==> config.mk <==
export PLATFORM = sky130hd
export DESIGN_NAME = uart_tx_periph
export DESIGN_NICKNAME = d
export VERILOG_FILES = /design/src/rtl/uart_tx_periph.sv
export SDC_FILE = /design/constraint.sdc
export NUM_CORES = 1
export LEC_CHECK = 0
export ABC_AREA = 1
export BUFFER_PORTS_ARGS = -buffer_cell sky130_fd_sc_hd__buf_2
export CORE_MARGIN = 2
export CORE_UTILIZATION = 47
export CTS_BUF_LIST = sky130_fd_sc_hd__clkbuf_2
export DETAILED_ROUTE_END_ITERATION = 10
export GPL_TIMING_DRIVEN = 0
export MAX_ROUTING_LAYER = met4
export PLACE_DENSITY = 0.76
export SYNTH_ARGS = -nofsm -noshare
export SYNTH_HDL_FRONTEND = slang
export SYNTH_SLANG_ARGS = --single-unit
export TNS_END_PERCENT = 50
==> constraint.sdc <==
create_clock -name clk -period 3.54 [get_ports clk]
set_clock_uncertainty 0.15 [all_clocks]
set_input_delay 0.708 -clock clk [delete_from_list [all_inputs] [get_ports clk]]
set_output_delay 0.708 -clock clk [all_outputs]
set_load 0.05 [all_outputs]
==> src/rtl/uart_tx_periph.sv <==
// Memory-mapped 8N1 UART transmitter: CPU writes feed a small TX FIFO, and an
// IDLE/START/DATA/STOP shifter drives the registered tx pin at a programmable baud.
module uart_tx_periph #(
    parameter int unsigned FIFO_DEPTH = 4,
    parameter logic [15:0] DIV_RESET  = 16'd10415
) (
    input  logic        clk,
    input  logic        reset,
    input  logic        sel,
    input  logic        we,
    input  logic [1:0]  address,
    input  logic [31:0] wData,
    output logic [31:0] rData,
    output logic        tx
);
    localparam int unsigned AW = $clog2(FIFO_DEPTH);
    localparam int unsigned CW = $clog2(FIFO_DEPTH + 1);
    localparam logic [CW-1:0] DEPTH_C = CW'(FIFO_DEPTH);

    typedef enum logic [1:0] {IDLE, START, DATA, STOP} state_e;

    state_e        state_q, state_d;
    logic [7:0]    fifo_mem_q [FIFO_DEPTH];
    logic [AW-1:0] wr_ptr_q, wr_ptr_d;
    logic [AW-1:0] rd_ptr_q, rd_ptr_d;
    logic [CW-1:0] count_q, count_d;
    logic          overflow_q, overflow_d;
    logic [15:0]   baud_div_q, baud_div_d;
    logic          enable_q, enable_d;
    logic [15:0]   div_act_q, div_act_d;
    logic [15:0]   baud_cnt_q, baud_cnt_d;
    logic [7:0]    shift_q, shift_d;
    logic [2:0]    bit_idx_q, bit_idx_d;
    logic          tx_q, tx_d;

    logic       wr_en, push, push_ok, pop;
    logic       fifo_empty, fifo_full, bit_end, can_start, busy;
    logic [7:0] head;
    logic [3:0] count_field;
    logic       unused_wdata;

    assign wr_en       = sel && we;
    assign push        = wr_en && (address == 2'd1);
    assign fifo_empty  = (count_q == '0);
    assign fifo_full   = (count_q == DEPTH_C);
    // Fullness is judged on the pre-edge count, so a same-edge pop never rescues a push.
    assign push_ok     = push && !fifo_full;
    assign bit_end     = (baud_cnt_q == div_act_q);
    assign can_start   = enable_q && !fifo_empty;
    assign busy        = (state_q != IDLE);
    assign head        = fifo_mem_q[rd_ptr_q];
    assign count_field = 4'(count_q);
    assign unused_wdata = &{1'b0, wData[31:16]};

    always_comb begin
        baud_div_d = baud_div_q;
        enable_d   = enable_q;
        overflow_d = overflow_q;
        if (wr_en && address == 2'd2) baud_div_d = wData[15:0];
        if (wr_en && address == 2'd3) enable_d = wData[0];
        if (wr_en && address == 2'd0 && wData[3]) overflow_d = 1'b0;
        // Set beats clear when both land on the same edge.
        if (push && fifo_full) overflow_d = 1'b1;
    end

    always_comb begin
        wr_ptr_d = wr_ptr_q;
        rd_ptr_d = rd_ptr_q;
        count_d  = count_q;
        if (push_ok) wr_ptr_d = wr_ptr_q + AW'(1);
        if (pop)     rd_ptr_d = rd_ptr_q + AW'(1);
        if (push_ok && !pop)      count_d = count_q + CW'(1);
        else if (!push_ok && pop) count_d = count_q - CW'(1);
    end

    always_comb begin
        state_d    = state_q;
        div_act_d  = div_act_q;
        baud_cnt_d = baud_cnt_q;
        shift_d    = shift_q;
        bit_idx_d  = bit_idx_q;
        pop        = 1'b0;
        if (state_q != IDLE) baud_cnt_d = bit_end ? 16'd0 : baud_cnt_q + 16'd1;
        case (state_q)
            IDLE: begin
                if (can_start) begin
                    state_d    = START;
                    pop        = 1'b1;
                    shift_d    = head;
                    div_act_d  = baud_div_q;
                    baud_cnt_d = 16'd0;
                end
            end
            START: begin
                if (bit_end) begin
                    state_d   = DATA;
                    bit_idx_d = 3'd0;
                end
            end
            DATA: begin
                if (bit_end) begin
                    shift_d = {1'b0, shift_q[7:1]};
                    if (bit_idx_q == 3'd7) state_d = STOP;
                    else bit_idx_d = bit_idx_q + 3'd1;
                end
            end
            STOP: begin
                if (bit_end) begin
                    // Chain straight into the next start bit when more data is waiting.
                    if (can_start) begin
                        state_d   = START;
                        pop       = 1'b1;
                        shift_d   = head;
                        div_act_d = baud_div_q;
                    end else begin
                        state_d = IDLE;
                    end
                end
            end
            default: state_d = IDLE;
        endcase
        tx_d = 1'b1;
        if (state_d == START)     tx_d = 1'b0;
        else if (state_d == DATA) tx_d = shift_d[0];
    end

    always_ff @(posedge clk) begin
        if (push_ok) fifo_mem_q[wr_ptr_q] <= wData[7:0];
    end

    always_ff @(posedge clk) begin
        if (reset) begin
            state_q    <= IDLE;
            wr_ptr_q   <= '0;
            rd_ptr_q   <= '0;
            count_q    <= '0;
            overflow_q <= 1'b0;
            baud_div_q <= DIV_RESET;
            enable_q   <= 1'b0;
            div_act_q  <= DIV_RESET;
            baud_cnt_q <= 16'd0;
            shift_q    <= 8'd0;
            bit_idx_q  <= 3'd0;
            tx_q       <= 1'b1;
        end else begin
            state_q    <= state_d;
            wr_ptr_q   <= wr_ptr_d;
            rd_ptr_q   <= rd_ptr_d;
            count_q    <= count_d;
            overflow_q <= overflow_d;
            baud_div_q <= baud_div_d;
            enable_q   <= enable_d;
            div_act_q  <= div_act_d;
            baud_cnt_q <= baud_cnt_d;
            shift_q    <= shift_d;
            bit_idx_q  <= bit_idx_d;
            tx_q       <= tx_d;
        end
    end

    always_comb begin
        rData = 32'd0;
        case (address)
            2'd0:    rData = {24'd0, count_field, overflow_q, fifo_empty, fifo_full, busy};
            2'd2:    rData = {16'd0, baud_div_q};
            2'd3:    rData = {31'd0, enable_q};
            default: rData = 32'd0;
        endcase
    end

    assign tx = tx_q;

endmodule

==> results of run 1 <==
-- final timing paths --
| kind | to | slack [ns] | depth (start not counted) | from |
|---|---|---|---|---|
| min reg2reg | overflow_q | 0.34 | 2 | overflow_q |
| max | rData[0] | 0.57 | 4 | state_q[1] |
| max reg2reg | count_q[1] | 0.83 | 10 | state_q[0] |
| min | baud_div_q[11] | 0.18 | 3 | wData[11] |
-- cell families after synthesis --
family,Yosys count,synth area share (%)
simple gates,316,26.0
compound gates,125,13.3
xor+xnor,3,0.506
flops,105,46.7
other cells,1,0.0723
buf+inv,118,9.98
fa+ha+maj,14,3.52
-- report_power, final --
group	switching (mW)	internal [mW]
Combinational	0.236	0.0876
Sequential	0.0148	1.26
Clock	0.426	0.181
-- layout make-up --
| class | count | share of cell area (%) |
|---|---|---|
| Tap cell | 140 | 3.05 |
| Inverter | 83 | 5.43 |
| Timing Repair Buffer | 37 | 3.23 |
| Buffer | 35 | 3.60 |
| Sequential cell | 105 | 42.2 |
| Multi-Input combinational cell | 474 | 40.2 |
| Clock inverter | 7 | 1.50 |
| Clock buffer | 9 | 0.785 |
-- registers in the layout (all words and copies together), names as in the netlist, 3 cells and up, named ones only --
signal / count
bit_idx_q: 3
div_act_q: 16
baud_div_q: 16
fifo_mem_q: 32
shift_q: 8
count_q: 3
baud_cnt_q: 16
-- metal layers --
layer	track usage [%]	share of wire (%)
met5	-	0
met4	8.97	1.9
met3	2.63	5.6
met2	34.1	47
met1	26.9	45
-- worst max-delay path, stage by stage, from the launching register on --
cell,delay (ns)
dfxtp_1,0.55
inv_1,0.14
ha_1,0.28
o211ai_1,0.24
buf_2,0.30
-- cell usage after synthesis, types with 2 or more instances --
master	instances	area, µm²
nand2_1	182	683
o211ai_1	12	90.1
nor4_1	3	18.8
clkinv_1	3	11.3
clkbuf_1	12	45.0
inv_1	71	267
ha_1	13	163
edfxtp_1	32	961
nand4_1	3	18.8
nand3b_1	3	22.5
inv_2	9	33.8
nand2_4	2	22.5
nor3_1	6	30.0
nor2_2	3	18.8
nand2_2	3	18.8
a31oi_1	2	12.5
nor2_1	70	263
nand3_1	34	170
nor2_4	4	45.0
dfxtp_1	73	1460
xor2_1	3	26.3
o21ai_0	38	190
o21ai_1	6	30.0
buf_2	6	30.0
buf_4	16	120
a21oi_1	58	290
-- per-stage QoR --
stage / hold WS [ns] / util [%]
after floorplan: 0.294 / -
after global placement: 0.305 / 51.9
after detailed placement: 0.310 / 51.9
after CTS: 0.128 / 53.2
after global routing: 0.128 / 53.2
final: 0.178 / 53.2
==> reports/qor.txt, run 1 <==
status: complete, no violations
CTS root buf: clkbuf_2
most frequent cells in the layout: nand2_1 (182), dfxtp_1 (73), inv_1 (71), nor2_1 (70), a21oi_1 (58)
CTS Buffer Depth: 2
first-pass GRT wire length: 19100 µm
TritonCTS clock tree: yes
register area: 0.00242 mm²
vias: 4546
Hold-fix buffers, CTS: 0
endpoints failing hold: 0
Max VDD drop: 229 µV
EDFF count, synth: 32
setup TNS: 0 ns
Syn Inst Count: 682
pre-CTS setup slack: 0.806 ns
Core Region: 0.0108 mm²
Synth cell types: 41
TritonCTS Buffers: 9
site row count: 38
Synth async-reset ratio: 0%
NumNets Final: 797
CP Data Arrival Time: 2.11 ns
Syn. warnings: 0
starting DRC count in detailed routing: 250
final setup fails: 0
HPWL Detailed: 8570 µm
max-cap viol count: 0
P_leak: 2.47 nW
antenna viol nets, final: 0
Placed Cells: 874
Clock transition at path regs: 0.30 ns
GRT Total Usage: 21.2%
Mean Syn Cell Area: 7.61 µm²
worst slew pin tran: 0.778 ns
diode count: 0
sequential element share of the synthesized area: 46.7%
IO Pins: 71
global route overflow: 0
vias in the first global route: 4153
initial core utilization: 48.1%
initial antenna violation count: 0
startpoint types: flip-flop
Skew-Pair Late Insertion Delay: 0.59 ns
post-cts resize count: 0
Layout Cell Area excl Fill: 0.00574 mm²
most common cell after layout, fill and taps aside: nand2_1
CTS H-tree depth: 3
Post-CTS Setup Repair Bufs: 0
ys flop type: dfxtp_1
filler instances: 1004
Area growth syn-to-layout: 10.6%
GPL Wtd Cong: 0.936
clock sink total: 105
share of layout cells above drive strength 1: 13.5%
RSZ-0062 raised after global routing: false
# DRC: 0
Initial DRT Pass Iterations: 5
fin crit share: 83.8%
Crit Path Class: reg2out
HP Class: in2reg
largest net degree at the start of global routing: 20
clock period minus final worst setup slack: 2.97 ns
post-route setup slack: 0.572 ns
final wirelength: 11400 µm
Yosys reg bits: 105
DP Area: 0.00561 mm²
Die Y: 109 µm
number of vias per cell: 5.11
Slew headroom: 47.9%
Die ar.: 0.0119 mm²
Die W: 109 µm
Non-Filler Instances: 890
Pwr Density: 385 mW/mm²
synthesized area: 0.00519 mm²
IO Port Bufs: 37
Power Total: 2.21 mW
max-slew violations: 0
WP data required: 2.68 ns
DR WL/cell: 12.8 µm
crit path max fanout: 6
CP Capture Type: primary output
Fmax achieved: 337 MHz
multi-input logic area: 0.00230 mm²
Note: power is estimated with default switching activity, not from simulation.
==> run 2: changes to the inputs <==
Settings changed: PLACE_DENSITY 0.76 to 0.79.
Clock period 3.54 ns to 2.6 ns, I/O delays scaled along.
==> run 2 against run 1 <==
Compared with the run above:
- core utilization increased by 1.2 points
- flip-flop and latch count unchanged
- clock power is 22% higher
- hold slack worse by 0.17 ns
- critical endpoint is now count_q[1]
==> reports/qor.txt, run 2 (synthesis gave the netlist of run 1 again) <==
starting DRC count in detailed routing: 332 (+33%)
IO Port Bufs: 37 (unchanged)
most frequent cells in the layout: nand2_1 (182), inv_1 (70), nor2_1 (69), dfxtp_1 (61), a21oi_1 (58)
Die ar.: 0.0119 mm² (unchanged)
initial core utilization: 48.1% (unchanged)
worst slew pin tran: 0.761 ns (-0.0177 ns)
# DRC: 0 (unchanged)
RSZ-0062 raised after global routing: true
CP Capture Type: flip-flop
Slowest-stage cell, CP: dfxtp_2
hold slack: 0.00676 ns (-0.171 ns)
CP bufs+invs: 2 (unchanged)
Worst path max stage delay: 0.47 ns (-0.08 ns)
Area growth syn-to-layout: 13.0%
max-slew violations: 0 (unchanged)
register with the most flip-flops: fifo_mem_q
CTS root buf: clkbuf_2
GRT Total Usage: 20.6% (-0.54 points)
largest net degree at the start of global routing: 20 (unchanged)
Core Region: 0.0108 mm² (unchanged)
share of layout cells above drive strength 1: 15.6% (+2.2 points)
most common cell after layout, fill and taps aside: nand2_1
P_leak: 2.51 nW (+1.6%)
global route overflow: 0 (unchanged)
hold path cells: 3 (unchanged)
CP Data Arrival Time: 2.87 ns (+0.76 ns)
HP Class: in2reg
first-pass GRT wire length: 18700 µm (-2.0%)
Initial DRT Pass Iterations: 5 (unchanged)
filler instances: 1021 (+1.7%)
Fmax achieved: 399 MHz
antenna viol nets, final: 0 (unchanged)
worst reg2reg path startpoint: baud_cnt_q[10]
CP Cell Sequence: inv_2, nand2_1, nand2_1, nor2_1, nand2_1, nor2_4, nand2_4, nand2_4, nand3_4, ha_1, inv_2, fa_2, o21ai_0, a21oi_1
Max VDD drop: 338 µV (+48%)
HPWL Detailed: 8170 µm (-4.6%)
WP data required: 2.97 ns (+0.29 ns)
final wirelength: 11100 µm (-2.1%)
max FFs per register: 32 (unchanged)
post-route setup slack: 0.0947 ns (-0.477 ns)
vias in the first global route: 3963 (-4.6%)
max-cap viol count: 0 (unchanged)
vias: 4478 (-1.5%)
TritonCTS Buffers: 9 (unchanged)
final setup fails: 0 (unchanged)
site row count: 38 (unchanged)
Non-Filler Instances: 901 (+1.2%)
post-route core utilization: 54.3% (+1.2 points)
TritonCTS clock tree: yes
Most Frequent Cell on Critical Path: nand2_1
Clock transition at path regs: 0.32 ns (+0.02 ns)
FF-to-FF path depth: 14 (+4)
pre-CTS setup slack: 0.0476 ns (-0.759 ns)
status: complete, no violations
Pwr Density: 500 mW/mm² (+30%)
initial antenna violation count: 0 (unchanged)
clock sink total: 105 (unchanged)
endpoints failing hold: 0 (unchanged)
IO Pins: 71 (unchanged)
fin crit share: 96.4%
Min-Delay Startpoint: wData[9]
NumNets Final: 808 (+1.4%)
startpoint types: flip-flop
crit path max fanout: 8 (+2)
CP delay by family, top: simple AND/OR/NAND/NOR gates
CTS Buffer Depth: 2 (unchanged)
GPL Wtd Cong: 0.905 (-3.3%)
number of vias per cell: 4.97 (-2.7%)
CTS H-tree depth: 3 (unchanged)
Skew-Pair Late Insertion Delay: 0.61 ns (+0.02 ns)
DR WL/cell: 12.4 µm (-3.3%)
Die Y: 109 µm (unchanged)
clock period minus final worst setup slack: 2.51 ns
Die W: 109 µm (unchanged)
diode count: 0 (unchanged)
Slew headroom: 49.1% (+1.2 points)
Placed Cells: 874 (unchanged)
Layout Cell Area excl Fill: 0.00586 mm² (+2.2%)
critical path depth: 14 (+10)
crit path launch: baud_cnt_q[10]
DP Area: 0.00561 mm² (unchanged)
Crit Path Class: reg2reg
[run 2: per-stage QoR]
step / total power [mW] / setup TNS (ns)
2_1_floorplan: 2.10 / 0
3_3_place_gp: 2.20 / 0
3_5_place_dp: 2.21 / 0
4_1_cts: 2.93 / 0
5_1_grt: 3.04 / -0.0484
6_report: 2.93 / 0
[run 2: cell type report]
class / instances / area, µm² / share of cell area (%)
Timing Repair Buffer: 48 / 298 / 5.08
Multi-Input combinational cell: 474 / 2320 / 39.6
Clock buffer: 9 / 45.0 / 0.768
Buffer: 35 / 206 / 3.52
Tap cell: 140 / 175 / 2.99
Inverter: 83 / 312 / 5.31
Clock inverter: 7 / 60.1 / 1.02
Sequential cell: 105 / 2440 / 41.7
[run 2: worst paths after layout]
| check | end | slack (ns) |
|---|---|---|
| max reg2reg | count_q[1] | 0.09 |
| min reg2reg | baud_div_q[9] | 0.34 |
| max | count_q[1] | 0.09 |
| min | baud_div_q[9] | 0.007 |
[run 2: per-layer routing]
| metal | vias to the layer above | track usage [%] | wire length (µm) |
|---|---|---|---|
| met5 | - | - | 0 |
| met2 | 128 | 32.0 | 5130 |
| met1 | 2003 | 28.0 | 5250 |
| met4 | 0 | 7.33 | 165 |
| li1 | 2335 | - | - |
| met3 | 12 | 2.21 | 599 |
[run 2: power by group]
group	leakage (nW)	switching [mW]	internal (mW)
Clock	0.0589	0.595	0.145
Sequential	0.886	0.0205	1.72
Combinational	1.56	0.321	0.132
Total	2.51	0.937	2.00
[run 2: worst reg2reg max path, cell delays in order, from the launching register on]
cell and delay, ns:
dfxtp_2 0.47, inv_2 0.06, nand2_1 0.05, nand2_1 0.04, nor2_1 0.09, nand2_1 0.13
nor2_4 0.16, nand2_4 0.13, nand2_4 0.12, nand3_4 0.11, ha_1 0.21, inv_2 0.07
fa_2 0.42, o21ai_0 0.15, a21oi_1 0.06
[run 2: what timing repair did]
action	CTS	global route
gates resized for setup	4	19
pin swaps	0	1
buffers inserted	0	1
hold buffers	10	0
endpoints found under the hold margin	22	0
endpoints found under the setup margin	2	4
==> run 3: changes to the inputs <==
Settings changed: CELL_PAD_IN_SITES_DETAIL_PLACEMENT from default to 1, CELL_PAD_IN_SITES_GLOBAL_PLACEMENT from default to 2, CORE_UTILIZATION 47 to 31, PLACE_DENSITY 0.79 to 0.87.
==> run 3 against run 2 <==
Compared with the run above:
- sequential power about the same
- die area increased by 50%
- power increased by 4.3%
- critical endpoint is now rData[0]
- final cell count increased by 10%
- core utilization decreased by 17 points
- critical path type is now reg2out
- combinational power increased by 8.2%
- count of clock-buffer cells in the layout unchanged
- largest cell class unchanged
- setup slack got worse by 0.047 ns
- clock power increased by 12%
- non-clock buffer count increased by 10
- final area increased by 4.2%
==> reports/qor.txt, run 3 (synthesis gave the netlist of run 1 again) <==
status: complete, no violations
Slowest-stage cell, CP: dfxtp_2
CP Cell Sequence: inv_1, ha_4, o211ai_1, buf_4
initial antenna violation count: 1 (+1)
HP Class: in2reg
setup TNS: 0 ns (unchanged)
vias: 4602 (+2.8%)
CTS root buf: clkbuf_2
global route overflow: 0 (unchanged)
IO Port Bufs: 37 (unchanged)
worst reg2reg path startpoint: baud_cnt_q[9]
GRT Total Usage: 17.6% (-3.1 points)
most common cell after layout, fill and taps aside: nand2_1
Skew-Pair Late Insertion Delay: 0.67 ns (+0.06 ns)
Core Region: 0.0165 mm² (+53%)
max-cap viol count: 0 (unchanged)
starting DRC count in detailed routing: 256 (-23%)
share of layout cells above drive strength 1: 17.0% (+1.4 points)
Layout Cell Area excl Fill: 0.00611 mm² (+4.2%)
antenna viol nets, final: 0 (unchanged)
DR WL/cell: 14.7 µm (+19%)
Min-Delay Startpoint: address[1]
CTS H-tree depth: 3 (unchanged)
fin crit share: 98.2% (+1.8 points)
hold slack: 0.0519 ns (+0.0452 ns)
Clk pwr share: 27.1% (+1.9 points)
hold path cells: 4 (+1)
clock period minus final worst setup slack: 2.55 ns (+0.0475 ns)
Die W: 133 µm (+22%)
startpoint types: flip-flop
Switching Fraction: 33.6% (+1.6 points)
endpoints failing hold: 0 (unchanged)
final setup fails: 0 (unchanged)
Pint: 2.03 mW (+1.8%)
Fmax achieved: 392 MHz (-1.9%)
max FFs per register: 32 (unchanged)
CTS Buffer Depth: 2 (unchanged)
final wirelength: 14600 µm (+31%)
switching pwr: 1.03 mW (+9.6%)
Initial DRT Pass Iterations: 4 (-1)
Pwr Density: 500 mW/mm² (about the same)
sequential power share: 56.8% (-2.5 points)
RSZ-0062 raised after global routing: true
crit path max fanout: 5 (-3)
register with the most flip-flops: fifo_mem_q
P_leak: 2.58 nW (+2.8%)
NumNets Final: 818 (+1.2%)
Area growth syn-to-layout: 17.8%
site row count: 47 (+24%)
DP Area: 0.00571 mm² (+1.8%)
Power Total: 3.06 mW (+4.3%)
number of vias per cell: 4.64 (-6.7%)
Crit Path Class: reg2out
initial core utilization: 31.5% (-17 points)
most frequent cells in the layout: nand2_1 (181), inv_1 (70), nor2_1 (68), a21oi_1 (58), dfxtp_1 (54)
Placed Cells: 954 (+9.2%)
# DRC: 0 (unchanged)
worst slew pin tran: 0.815 ns (+0.0539 ns)
largest net degree at the start of global routing: 22 (+10%)
Max VDD drop: 252 µV (-25%)
first-pass GRT wire length: 24100 µm (+29%)
crit path launch: state_q[0]
CP Capture Type: primary output
Die Y: 133 µm (+22%)
CP Data Arrival Time: 1.88 ns (-0.99 ns)
Non-Filler Instances: 992 (+10%)
TritonCTS Buffers: 9 (unchanged)
Clock transition at path regs: 0.32 ns (about the same)
Worst path max stage delay: 0.42 ns (-0.05 ns)
Slew headroom: 45.5% (-3.6 points)
clock sink total: 105 (unchanged)
vias in the first global route: 4835 (+22%)
HPWL Detailed: 10900 µm (+33%)
IO Pins: 71 (unchanged)
Die ar.: 0.0178 mm² (+50%)
GPL Wtd Cong: 0.842 (-7.1%)
TritonCTS clock tree: yes
logic gate share of total power: 16.0% (+0.6 points)
WP data required: 1.93 ns (-1.04 ns)
FF-to-FF path depth: 14 (unchanged)
max-slew violations: 0 (unchanged)
==> run 3: changes by cell type in the layout (fill, tap and decap cells not counted), moves of 2 or more <==
cell | before | now
dfxtp_2 | 9 | 14
dfxtp_4 | 3 | 5
dfxtp_1 | 61 | 54
buf_4 | 18 | 23
o21ai_1 | 6 | 8
dlygate4sd3_1 | 10 | 16
clkinv_8 | 0 | 3
o21ai_0 | 38 | 36
clkinv_4 | 0 | 2
clkinvlp_4 | 2 | 0
==> run 3: power groups by stage <==
stage / Clock (mW) / Combinational [mW] / Sequential (mW)
6_report: 0.830 / 0.490 / 1.74
5_1_grt: 0.916 / 0.540 / 1.74
3_3_place_gp: 0 / 0.448 / 1.77
4_1_cts: 0.856 / 0.489 / 1.74
3_5_place_dp: 0 / 0.457 / 1.77
2_1_floorplan: 0 / 0.322 / 1.78
==> run 3: worst paths after layout <==
path         slack (ns)         end
max                0.05    rData[0]
min                0.05  overflow_q
max reg2reg        0.20  count_q[1]
min reg2reg        0.34  overflow_q
==> run 3: layout make-up <==
class	count	area (µm²)
timing repair buffer	58	390
sequential	105	2460
multi-input combinational	474	2330
clock inverter	7	86.3
clock buffer	9	45.0
buffer	35	206
tap	220	275
fill	2090	10400
inverter	83	312
antenna	1	2.50
==> run 3: layer usage <==
metal | vias to the layer above | routed length (µm) | global-route usage [%]
met3 | 14 | 440 | 2.13
met5 | - | 0 | -
li1 | 2343 | - | -
met4 | 0 | 199 | 5.73
met1 | 2159 | 6770 | 21.8
met2 | 86 | 7150 | 29.8
==> run 3: per-stage QoR <==
stage          setup WS [ns]  utilization, %
6_report              0.0472            37.1
5_1_grt              -0.0352            37.1
4_1_cts              0.00142            36.8
3_5_place_dp         -0.0562            34.7
3_3_place_gp        -0.00139            34.7
2_1_floorplan         0.0514               -
==> run 3: critical path: cells and delay by family (launching register included) <==
kind / cells / cell delay [ns]
compound gates: 1 / 0.24
fa+ha+maj: 1 / 0.22
buf+inv: 2 / 0.37
flops: 1 / 0.42
==> run 3: repair_timing <==
action	4_1_cts	5_1_grt
endpoints found under the hold margin	47	0
cloned	0	0
hold buffers	16	0
setup endpoints to repair	4	5
gates resized for setup	24	13
pin swaps	1	2
buffers inserted	2	3
